===== config.mk =====
export PLATFORM = sky130hd
export DESIGN_NAME = mux2_rr_arbiter
export DESIGN_NICKNAME = d
export VERILOG_FILES = /design/src/rtl/mux2_rr_arbiter.sv
export SDC_FILE = /design/constraint.sdc
export NUM_CORES = 1
export LEC_CHECK = 0
export ABC_CLOCK_PERIOD_IN_PS = 1400
export CORE_UTILIZATION = 30
export DETAILED_ROUTE_END_ITERATION = 6
export GPL_TIMING_DRIVEN = 0
export PLACE_DENSITY = 0.68
export SYNTH_ARGS = -nofsm -noshare
export SYNTH_HDL_FRONTEND = slang
export SYNTH_SLANG_ARGS = --single-unit
export TNS_END_PERCENT = 20

===== constraint.sdc =====
create_clock -name clk -period 1.4 [get_ports clk]
set_input_delay 0.21 -clock clk [delete_from_list [all_inputs] [get_ports clk]]
set_output_delay 0.21 -clock clk [all_outputs]
set_load 0.1 [all_outputs]

===== src/rtl/mux2_rr_arbiter.sv =====
// Purpose: two-input valid/ready arbiter feeding a one-deep output register and the downstream 2x1 mux select.
// Latency: 1 cycle from input handshake to out_valid; one word per cycle while out_ready is held high.
// Backpressure: inX_ready is driven only when the output register is empty or being drained this cycle.
// Build option: define MUX2_ARB_RR_EN for round-robin grant; otherwise channel 0 has fixed priority.
module mux2_rr_arbiter #(
  parameter int DW = 8
) (
  input  logic          clk,
  input  logic          rst_n,
  input  logic          in0_valid,
  output logic          in0_ready,
  input  logic [DW-1:0] in0_data,
  input  logic          in1_valid,
  output logic          in1_ready,
  input  logic [DW-1:0] in1_data,
  output logic          out_valid,
  input  logic          out_ready,
  output logic [DW-1:0] out_data,
  output logic          sel
);

  typedef enum logic {
    EMPTY = 1'b0,
    FULL  = 1'b1
  } state_t;

  state_t        state_q, state_d;
  logic [DW-1:0] data_q, data_d;
  logic          sel_q, sel_d;
  logic          load;
  logic          gnt_vld;
  logic          gnt_ch;
  logic          xfer;

`ifdef MUX2_ARB_RR_EN
  // Last-granted channel; resets to 1 so channel 0 wins the first contention.
  logic last_q, last_d;

  // Grant: a lone requester wins; on contention the channel not granted last wins.
  always_comb begin
    gnt_vld = in0_valid | in1_valid;
    gnt_ch  = in1_valid & (~in0_valid | ~last_q);
  end

  // Priority only moves on an actual transfer, so idle cycles leave it alone.
  always_comb begin
    last_d = last_q;
    if (xfer) begin
      last_d = gnt_ch;
    end
  end

  // Priority pointer register.
  always_ff @(posedge clk or negedge rst_n) begin
    if (!rst_n) begin
      last_q <= 1'b1;
    end else begin
      last_q <= last_d;
    end
  end
`else
  // Grant: fixed priority, channel 0 wins whenever it requests.
  always_comb begin
    gnt_vld = in0_valid | in1_valid;
    gnt_ch  = in1_valid & ~in0_valid;
  end
`endif

  // Load when the register is empty or its word leaves this cycle; ready follows the grant.
  always_comb begin
    load      = (state_q == EMPTY) | out_ready;
    xfer      = load & gnt_vld;
    in0_ready = xfer & ~gnt_ch;
    in1_ready = xfer & gnt_ch;
  end

  // Output register next state: load the granted word, or drain to EMPTY keeping data/sel.
  always_comb begin
    state_d = state_q;
    data_d  = data_q;
    sel_d   = sel_q;
    if (load) begin
      if (gnt_vld) begin
        state_d = FULL;
        data_d  = gnt_ch ? in1_data : in0_data;
        sel_d   = gnt_ch;
      end else begin
        state_d = EMPTY;
      end
    end
  end

  // Output register; sel and data share the same edge so the mux select never skews from data.
  always_ff @(posedge clk or negedge rst_n) begin
    if (!rst_n) begin
      state_q <= EMPTY;
      data_q  <= '0;
      sel_q   <= 1'b0;
    end else begin
      state_q <= state_d;
      data_q  <= data_d;
      sel_q   <= sel_d;
    end
  end

  assign out_valid = (state_q == FULL);
  assign out_data  = data_q;
  assign sel       = sel_q;

endmodule


# After elaboration in Yosys (flattened, before gate mapping)
# Index checks and enable logic that the tools add are counted.
[totals]
regBits = 10
elab_cells = 15
output_inout_bits = 12
input_bits = 21
[op_classes]
mux = 2
n_bitwise = 9
reduce_logical = 1
[op_table]
columns = ["op", "count"]
rows = [
  ["$mux 8", 1],
  ["$and 1x1->1", 4],
  ["$not 1->1", 3],
  ["$or 1x1->1", 2],
  ["$reduce_and 2->1", 1],
  ["$mux 1", 1],
]

# Longest topological paths before layout
# Gate-level depths: netlist of the first run.
[depth]
ltp_word = 4
ltp_mapped = 3
ltp_nobuf = 3

# Worst setup path before layout of the first run
# OpenSTA, ideal clock, no wires.
[synth_path]
kind = "register to output"
from = "register state_q (netlist: out_valid)"
to = "output in1_ready"
n_path_buf = 0
required_ns = 1.190
slack_ns = -2.114
stages_incl_launch_ff = 3
t_arrival_ns = 3.304
path_cell_list = "dfrtp_1 > nor2b_2 > nor3b_1"
[synth_via]
elab_chain_len = 4
[synth_lines]
columns = ["item", "line", "text"]
rows = [
  ["from (decl)", "27", "state_t state_q, state_d;"],
  ["from (signal assigned)", "100", "state_q <= state_d;"],
  ["$not 1->1", "71", "load = (state_q == EMPTY) | out_ready;"],
  ["$or 1x1->1", "71", ""],
  ["$and 1x1->1", "72", "xfer = load & gnt_vld;"],
  ["$and 1x1->1", "74", "in1_ready = xfer & gnt_ch;"],
  ["to (decl)", "14", "output logic in1_ready,"],
]
# No other way between the ends.

# Worst setup path in the final report of the first run
# Ends and elaborated chain as after synthesis.

==> impl_results.md, run 1 <==
- Avg Inst Size Synth: 15.7 sq um
- Clock power share: 0.171
- FF-to-FF setup slack: -0.03 ns
- Vias post-DR: 425
- Finish-stage setup viols: 9
- Final Routed Wirelength: 1110 microns
- Sink Count: 10
- Most frequent cell after synthesis: mux2_4
- CTS tree: built
- Hold Vio Cnt, Final: 0
- R2R cell count: 4
- Share of cells above drive strength 1: 0.547
- Sw Share: 0.454
- Status: finished with violations
- Synthesized Nets: 57
- Area grow syn2layout: 79.0%
- Antenna violations before repair: 0
- Die ar.: 0.00206 sq mm
- Finished Cell Area: 0.00101 sq mm
- Synth Flop Type: dfrtp_1
- Gr ovfl total: 0
- CP startpoint kind: flip-flop
- Worst EP arrival: 1.33 ns
- EDFF count, synth: 0
- Die Y: 45.4 microns
- Period utilization: 1.10
- Iter 0 DRT Violations: 0
- Violated checks: setup timing
- Filler cell count: 158
- Worst-margin pin slew: 0.540 ns
- Crit. End Element: output port
- Final WS setup: -0.142 ns
- First-pass GRT wire length: 1880 microns
- CTS root buf: clkbuf_4
- Total power: 0.00121 W
- Worst r2r src: out_valid
- Distinct cells, synth: 12
- FF/Latch Area: 254 sq um
- Synth top area share: 0.442
- Fmax: 648 MHz
- Max_cap viols: 0
- Clock buffer depth: 2
- Clk_skew: 0.00968 ns
- # DRC: 0
- Synth Register Bits: 10
- DP HPWL: 836 microns
- Power Density: 1200 mW/mm^2
- Initial Util: 0.324
- Reported leakage power: 0.470 nW
- 1st-pass router iterations: 1
- Crit path largest cell delay: 0.50 ns
- Sw Pwr: 0.000552 W
- Die width: 45.4 microns
- RR Endpoint: out_data[2]
- Critical path peak fanout: 3
- WP data required: 1.19 ns
- Max stage delay cell, worst path: dfrtp_4
- RSZ-0062 raised after global routing: yes
- Max-slew violation count: 0
- Antenna-violating nets left: 0
- Final worst path period need: 1.54 ns
- Combinational share of power: 0.534
- Post-synth ARST share: 1.00
- Peak supply drop: 0.620 mV
- Vias per Instance: 4.25
- Yosys warns: 0
- Multi-input gate area: 330 sq um
- Avg WL per Cell: 11.1 microns
- Nets: 97
- Crit-path cells: nor2b_4 -> nor3b_4 -> buf_12
- Min-Delay Path Class: in2async
- I/O pins: 33
- Htree depth: 1
- Mapped cell area: 566 sq um
- Dominant cell type by area after synthesis: dfrtp_1
- Clock-pin slew on the worst setup and hold paths: 0.07 ns
- Crit Path Class: reg2out
- Core area: 0.00175 sq mm
- RD Place Congestion: 0.617
- Register share of total power: 0.295
- Input/output buffers: 32
- Normalized max-slew margin: 0.642
- Vias in the first global route: 442
- Pin count of the biggest net entering global routing: 11
- Seq/Total Area, Yosys: 0.442
- Most instantiated cells after synthesis: 15 x mux2_4, 10 x dfrtp_1, 2 x nor2_1
- Total GRT Usage: 0.136
- Internal power: 0.000662 W
- Cell Area, Placed: 940 sq um
- Total CTS buffers: 3
- Diode count: 0
- Syn Inst Count: 36
- Rows: 15
- Clock latency on the worst-skew pair: 0.26 ns
- Synth area leaders: dfrtp_1 44%, mux2_4 40%, nor2_8 3.5%
-- how the worst max path moves through the flow --
| stage | endpoint | from | cells past startpoint | slack, ns |
|---|---|---|---|---|
| floorplan | in1_ready | out_valid | 2 | -0.47 |
| global placement | in0_ready | in0_valid | 4 | -1.03 |
| detailed placement | in0_ready | in0_valid | 4 | -1.02 |
| CTS | in1_ready | out_valid | 3 | -0.16 |
| global route | in1_ready | out_valid | 3 | -0.17 |
| finish | in1_ready | out_valid | 3 | -0.14 |
-- metrics by stage --
stage	utilization	setup TNS (ns)	worst slack [ns]	std cells	hold WS, ns
after floorplan	-	-0.758	-0.474	36	-0.0856
after global placement	0.538	-6.46	-1.03	93	0.491
after detailed placement	0.538	-6.44	-1.02	93	0.493
after CTS	0.589	-0.236	-0.160	99	0.270
after global routing	0.580	-0.634	-0.174	100	0.311
final	0.580	-0.326	-0.142	100	0.248
-- worst max-delay path: cells and delay by family (launching register included) --
family                 cells  cell delay (ns)
flip-flops                 1             0.50
AND/OR/NAND/NOR            2             0.37
buffers and inverters      1             0.20
-- layer usage --
layer	global-route usage	vias to the layer above	share of wire	wire length, microns
li1	-	205	-	-
met1	0.155	193	0.44	485
met2	0.220	23	0.47	522
met3	0.0357	4	0.064	71
met4	0.0909	0	0.028	31
met5	0	-	0	0
-- layout make-up --
type	instances	share of cell area
repair buffers	35	0.355
multi-input cells	25	0.326
flip-flops and latches	10	0.251
well taps	25	0.0309
clock buffers	4	0.0260
plain buffers	1	0.0111
-- cells in the final DEF (no fill, tap or decap) --
cell,netlist,layout
a21oi_1,1,1
and2_4,0,1
buf_12,0,3
buf_2,0,3
buf_4,0,2
buf_6,1,1
clkbuf_1,0,1
clkbuf_4,0,3
clkdlybuf4s15_2,0,1
clkdlybuf4s18_2,0,6
clkdlybuf4s50_1,0,18
dfrtp_1,10,9
dfrtp_4,0,1
dlygate4sd2_1,0,2
mux2_2,1,1
mux2_4,15,15
nand2b_4,0,1
nor2_1,2,2
nor2_8,1,1
nor2b_4,0,1
nor3b_4,0,1
or3_1,1,1
-- power by group through the flow --
| stage | clock (W) | combinational [W] | sequential [W] |
|---|---|---|---|
| after detailed placement | 0 | 0.000651 | 0.000361 |
| final | 0.000208 | 0.000648 | 0.000358 |
| after floorplan | 0 | 0.000157 | 0.000681 |
| after global placement | 0 | 0.000648 | 0.000363 |
| after global routing | 0.000218 | 0.000671 | 0.000365 |
| after CTS | 0.000212 | 0.000656 | 0.000359 |
-- registers in the layout (all words and copies together) (netlist names) --
| register | count |
|---|---|
| out_data | 8 |
| out_valid | 1 |
| sel | 1 |
-- cell families after synthesis --
| logic type | after synthesis | synth area share |
|---|---|---|
| multiplexers | 16 | 0.418 |
| flip-flops | 10 | 0.442 |
| AND/OR/NAND/NOR | 8 | 0.111 |
| AO/OA/AOI/OAI | 1 | 0.00884 |
| buffers and inverters | 1 | 0.0199 |
-- repair_timing --
item / in CTS / in global routing
hold buffers: 0 / 0
setup endpoints to repair: 12 / 10
buffers inserted: 2 / 1
gates resized for setup: 53 / 10
pin swaps: 1 / 2
(Power assumes the default switching activity.)
==> run 2, diff against run 1 <==
--- a/config.mk
+++ b/config.mk
@@ -8,7 +8,6 @@
 export ABC_CLOCK_PERIOD_IN_PS = 1400
 export CORE_UTILIZATION = 30
 export DETAILED_ROUTE_END_ITERATION = 6
-export GPL_TIMING_DRIVEN = 0
 export PLACE_DENSITY = 0.68
 export SYNTH_ARGS = -nofsm -noshare
 export SYNTH_HDL_FRONTEND = slang
==> run 2 against run 1 <==
  * The run still ends with setup timing left
  * Flip-flop and latch count stayed put
  * Sequential power is 7.3% higher
  * Utilization up 7.0 points
  * Largest power group unchanged
  * Register-to-register slack about the same
  * Non-clock buffer count is 3 higher
  * Cell area rose by 12%
  * Wire length increased by 12%
  * Worst hold slack better by 0.022 ns
  * Clock skew fell by 0.0053 ns
  * Sequential share of layout area is 2.7 points lower
==> impl_results.md, run 2 (synthesized netlist as in run 1, its figures left out) <==
- Status: finished with violations
- Violated checks: setup timing
- Worst-margin pin slew: 0.484 ns
- Final worst path period need: 1.50 ns
- CTS root buf: clkbuf_4
- Antenna violations before repair: 0
- I/O pins: 33
- Crit. End Element: output port
- Sw Pwr: 0.000584 W
- Input/output buffers: 32
- Sink Count: 10
- Register share of total power: 0.282
- Post-Place Cells: 97
- Internal power: 0.000778 W
- Finish-stage setup viols: 10
- Gr ovfl total: 0
- CTS tree: built
- Die ar.: 0.00206 sq mm
- Period utilization: 1.07
- Number of flip-flops in the largest register: 8
- Final Routed Wirelength: 1240 microns
- Clock power share: 0.155
- Antenna-violating nets left: 0
- 1st-pass router iterations: 2
- Avg WL per Cell: 12.1 microns
- Normalized max-slew margin: 0.676
- CP startpoint kind: flip-flop
- Die Y: 45.4 microns
- # DRC: 0
- Filler cell count: 141
- Clk_skew: 0.00437 ns
- Buf/Inv on CP: 1
- Power Density: 1200 mW/mm^2
- Crit Path Class: reg2out
- Max-slew violation count: 0
- Critical Path Source: out_valid
- Die width: 45.4 microns
- Non-Filler Instances: 103
- Nets: 100
- Diode count: 0
- Clock latency on the worst-skew pair: 0.27 ns
- Vias post-DR: 450
- WP data required: 1.19 ns
- Fmax: 667 MHz
- Clock buffer depth: 2
- Most common cell after layout, fill and taps aside: clkdlybuf4s50_1
- Total CTS buffers: 3
- Clock-pin slew on the worst setup and hold paths: 0.07 ns
- First-pass GRT wire length: 2030 microns
- Total GRT Usage: 0.143
- Worst EP arrival: 1.29 ns
- DP HPWL: 972 microns
- Max stage delay cell, worst path: dfrtp_4
- Vias in the first global route: 458
- Reported leakage power: 0.530 nW
- Min-Delay Path Class: in2async
- Worst r2r src: out_valid
- Combinational share of power: 0.563
- Area grow syn2layout: 100%
- Pin count of the biggest net entering global routing: 11
- Crit-path cells: nor2b_4 -> nor3b_4 -> buf_12
- Hold Vio Cnt, Final: 0
- Rows: 15
- RD Place Congestion: 0.643
- Max_cap viols: 0
- Peak supply drop: 0.832 mV
- Total power: 0.00136 W
- Critical path's top delay family: flip-flops
- Crit path largest cell delay: 0.48 ns
- RSZ-0062 raised after global routing: yes
- Finished Cell Area: 0.00113 sq mm
- Final WS setup: -0.100 ns
- Most frequent cells in the layout: 19 x clkdlybuf4s50_1, 15 x mux2_4, 12 x buf_12
- Core area: 0.00175 sq mm
- Iter 0 DRT Violations: 4
- Share of cells above drive strength 1: 0.551
- Final Util: 0.649
- Sw Share: 0.429
- Htree depth: 1
- Vias per Instance: 4.37
- Critical path peak fanout: 3
- Initial Util: 0.324
- Cell Area, Placed: 0.00109 sq mm
[run 2: stage by stage]
stage	worst slack (ns)	hold slack [ns]	TNS, ns
2_1_floorplan	-0.474	-0.0856	-0.758
3_3_place_gp	-0.196	0.545	-1.67
3_5_place_dp	-0.195	0.562	-1.66
4_1_cts	-0.105	0.276	-0.209
5_1_grt	-0.158	0.310	-0.540
6_report	-0.100	0.270	-0.202
[run 2: worst register-to-register path, stage by stage, from the launching register on]
cell     delay [ns]
dfrtp_4        0.48
nor2b_4        0.14
buf_4          0.15
nor2_8         0.20
mux2_4         0.32
[run 2: area by class of cell]
type                    instances  area (sq um)  area share
multi-input cells              25           323       0.285
repair buffers                 39           499       0.440
clock buffers                   4          26.3      0.0232
well taps                      25          31.3      0.0276
flip-flops and latches         10           254       0.224
[run 2: final timing paths]
check                              end  slack, ns  cells after the start
setup reg to reg           out_data[0]      -0.02                      4
min in group clk             out_valid       0.40                      3
max in group asynchronous    out_valid       0.76                      1
hold / removal             out_data[5]       0.27                      1
hold reg to reg            out_data[2]       0.59                      1
setup / recovery             in1_ready      -0.10                      3
[run 2: power by group through the flow]
| stage | clock network, W | registers (W) | logic [W] |
|---|---|---|---|
| 3_5_place_dp | 0 | 0.000388 | 0.000765 |
| 4_1_cts | 0.000213 | 0.000384 | 0.000771 |
| 5_1_grt | 0.000231 | 0.000389 | 0.000788 |
| 6_report | 0.000211 | 0.000384 | 0.000768 |
| 2_1_floorplan | 0 | 0.000681 | 0.000157 |
| 3_3_place_gp | 0 | 0.000389 | 0.000760 |
[run 2: what timing repair did]
| action | in CTS | in global routing |
|---|---|---|
| setup buffers | 2 | 0 |
| pin swaps | 2 | 0 |
| endpoints found under the hold margin | 0 | 0 |
| setup endpoints to repair | 2 | 10 |
| hold buffers | 0 | 0 |
| resized for setup | 0 | 2 |
[run 2: layer usage]
layer	wire, microns	track usage	part of all wire
met1	530	0.177	0.43
met2	627	0.226	0.50
met4	14	0.0727	0.011
met3	71	0.0397	0.057
met5	0	0	0
==> run 3, diff against run 2 <==
--- a/config.mk
+++ b/config.mk
@@ -5,10 +5,12 @@
 export SDC_FILE = /design/constraint.sdc
 export NUM_CORES = 1
 export LEC_CHECK = 0
-export ABC_CLOCK_PERIOD_IN_PS = 1400
-export CORE_UTILIZATION = 30
+export CELL_PAD_IN_SITES_DETAIL_PLACEMENT = 1
+export CELL_PAD_IN_SITES_GLOBAL_PLACEMENT = 1
+export CORE_UTILIZATION = 27
+export CTS_CLUSTER_DIAMETER = 60
 export DETAILED_ROUTE_END_ITERATION = 6
-export PLACE_DENSITY = 0.68
+export PLACE_DENSITY = 0.78
 export SYNTH_ARGS = -nofsm -noshare
 export SYNTH_HDL_FRONTEND = slang
 export SYNTH_SLANG_ARGS = --single-unit
==> run 3 against run 2 <==
  * Cell area fell by 0.11%
  * The run still ends with setup timing left
  * Global-route usage rose by 0.97 points
  * Non-clock buffer count fell by 1
  * Flip-flop and latch count did not move
==> impl_results.md, run 3 (synthesized netlist as in run 1, its figures left out) <==
- Multi-input gate area: 323 sq um
- Final Routed Wirelength: 1580 microns
- Met2 Use GR: 0.241
- Violated checks: setup timing
- Most common cell after layout, fill and taps aside: clkdlybuf4s50_1
- Normalized max-slew margin: 0.672
- Diode count: 0
- Number of flip-flops in the largest register: 8
- Finish-stage setup viols: 9
- First-pass GRT wire length: 2270 microns
- Critical Path Source: out_valid
- Avg WL per Cell: 15.2 microns
- WP data required: 1.19 ns
- Final WS setup: -0.153 ns
- Total CTS buffers: 3
- Period utilization: 1.11
- Vias post-DR: 458
- Share of cells above drive strength 1: 0.558
- Die ar.: 0.00228 sq mm
- Critical path peak fanout: 3
- Hold Vio Cnt, Final: 0
- Die Y: 47.8 microns
- Most frequent cells in the layout: 20 x clkdlybuf4s50_1, 15 x mux2_4, 12 x buf_12
- Top Usage Layer GRT: met2
- Peak supply drop: 0.588 mV
- Total power: 0.00143 W
- Gr ovfl total: 0
- I/O pins: 33
- # DRC: 0
- Clock-pin slew on the worst setup and hold paths: 0.08 ns
- Filler cell count: 201
- Vias per Instance: 4.40
- Antenna-violating nets left: 0
- Reported leakage power: 0.521 nW
- RD Place Congestion: 0.663
- Final worst path period need: 1.55 ns
- Area grow syn2layout: 100%
- Fmax: 644 MHz
- Min-Delay Path Class: in2async
- DP HPWL: 1190 microns
- CP startpoint kind: flip-flop
- Total GRT Usage: 0.153
- Nets: 99
- CTS root buf: clkbuf_4
- Status: finished with violations
- Max-slew violation count: 0
- RSZ-0062 raised after global routing: yes
- Crit Path Class: reg2out
- Worst EP arrival: 1.34 ns
- FF/Latch Area: 254 sq um
- Finished Cell Area: 0.00113 sq mm
- Pin count of the biggest net entering global routing: 11
- Post-cts hold buffer count: 0
- Die width: 47.8 microns
- Sink Count: 10
- CTS tree: built
- Input/output buffers: 32
- Met3 Usage GRT: 0.0453
- Htree depth: 1
- Worst r2r src: out_valid
- Clock buffer depth: 2
- M1 GR Usage: 0.193
- Max_cap viols: 0
- Iter 0 DRT Violations: 2
- Initial Util: 0.288
- Clk_skew: 0.00431 ns
- Power Density: 1260 mW/mm^2
- Worst-margin pin slew: 0.490 ns
- Antenna violations before repair: 0
- Rows: 16
- Core area: 0.00196 sq mm
- Clock latency on the worst-skew pair: 0.27 ns
- 1st-pass router iterations: 2
- Cell Area, Placed: 0.00108 sq mm
- Vias in the first global route: 447
- Crit. End Element: output port
run 3: cell types whose count changed in the layout (fill, tap and decap cells not counted):
cell             before  now
clkbuf_8              0    1
clkdlybuf4s50_1      19   20
dlymetal6s2s_1        1    0
clkbuf_1              1    0
buf_6                 1    0
run 3: power breakdown:
part / internal (W) / leakage, nW / switching [W] / total [W]
logic: 0.000333 / 0.385 / 0.000439 / 0.000771
registers: 0.000333 / 0.115 / 0.0000502 / 0.000383
clock network: 0.000158 / 0.0210 / 0.000113 / 0.000271
total: 0.000823 / 0.521 / 0.000602 / 0.00143
run 3: area by class of cell:
cell class,count,area share
flip-flops and latches,10,0.224
clock buffers,4,0.0320
repair buffers,38,0.429
multi-input cells,25,0.285
well taps,27,0.0298
run 3: path summary, 6_finish.rpt:
path,to,slack [ns],cells after the start
max,in1_ready,-0.15,3
min,out_data[5],0.26,1
max reg2reg,out_data[6],-0.01,4
min reg2reg,sel,0.57,2
max in group asynchronous,out_valid,0.76,1
min in group clk,sel,0.57,2
run 3: per-layer routing:
layer / vias to the layer above / wire length, microns
met5: - / 0
met4: 0 / 22
met3: 4 / 121
met2: 22 / 786
met1: 222 / 654
li1: 210 / -
run 3: per-stage QoR:
| stage | TNS [ns] | setup slack [ns] | std cells | utilization | hold WS, ns |
|---|---|---|---|---|---|
| floorplan | -0.758 | -0.474 | 36 | - | -0.0856 |
| global placement | -1.57 | -0.197 | 98 | 0.551 | 0.547 |
| detailed placement | -1.87 | -0.218 | 98 | 0.551 | 0.562 |
| CTS | -0.297 | -0.165 | 103 | 0.573 | 0.271 |
| global route | -0.697 | -0.231 | 104 | 0.577 | 0.283 |
| finish | -0.317 | -0.153 | 104 | 0.577 | 0.265 |
run 3: worst max-delay path, cell delays in order, from the launching register on:
cell and delay [ns]:
dfrtp_4 0.48, nor2b_4 0.14, nor3b_4 0.25, buf_12 0.21
run 3: timing repair:
| action | in CTS | in global routing |
|---|---|---|
| gates resized for setup | 0 | 0 |
| endpoints found under the hold margin | 0 | 0 |
| setup buffers | 1 | 1 |
| pin swaps | 1 | 2 |
| setup endpoints to repair | 2 | 2 |
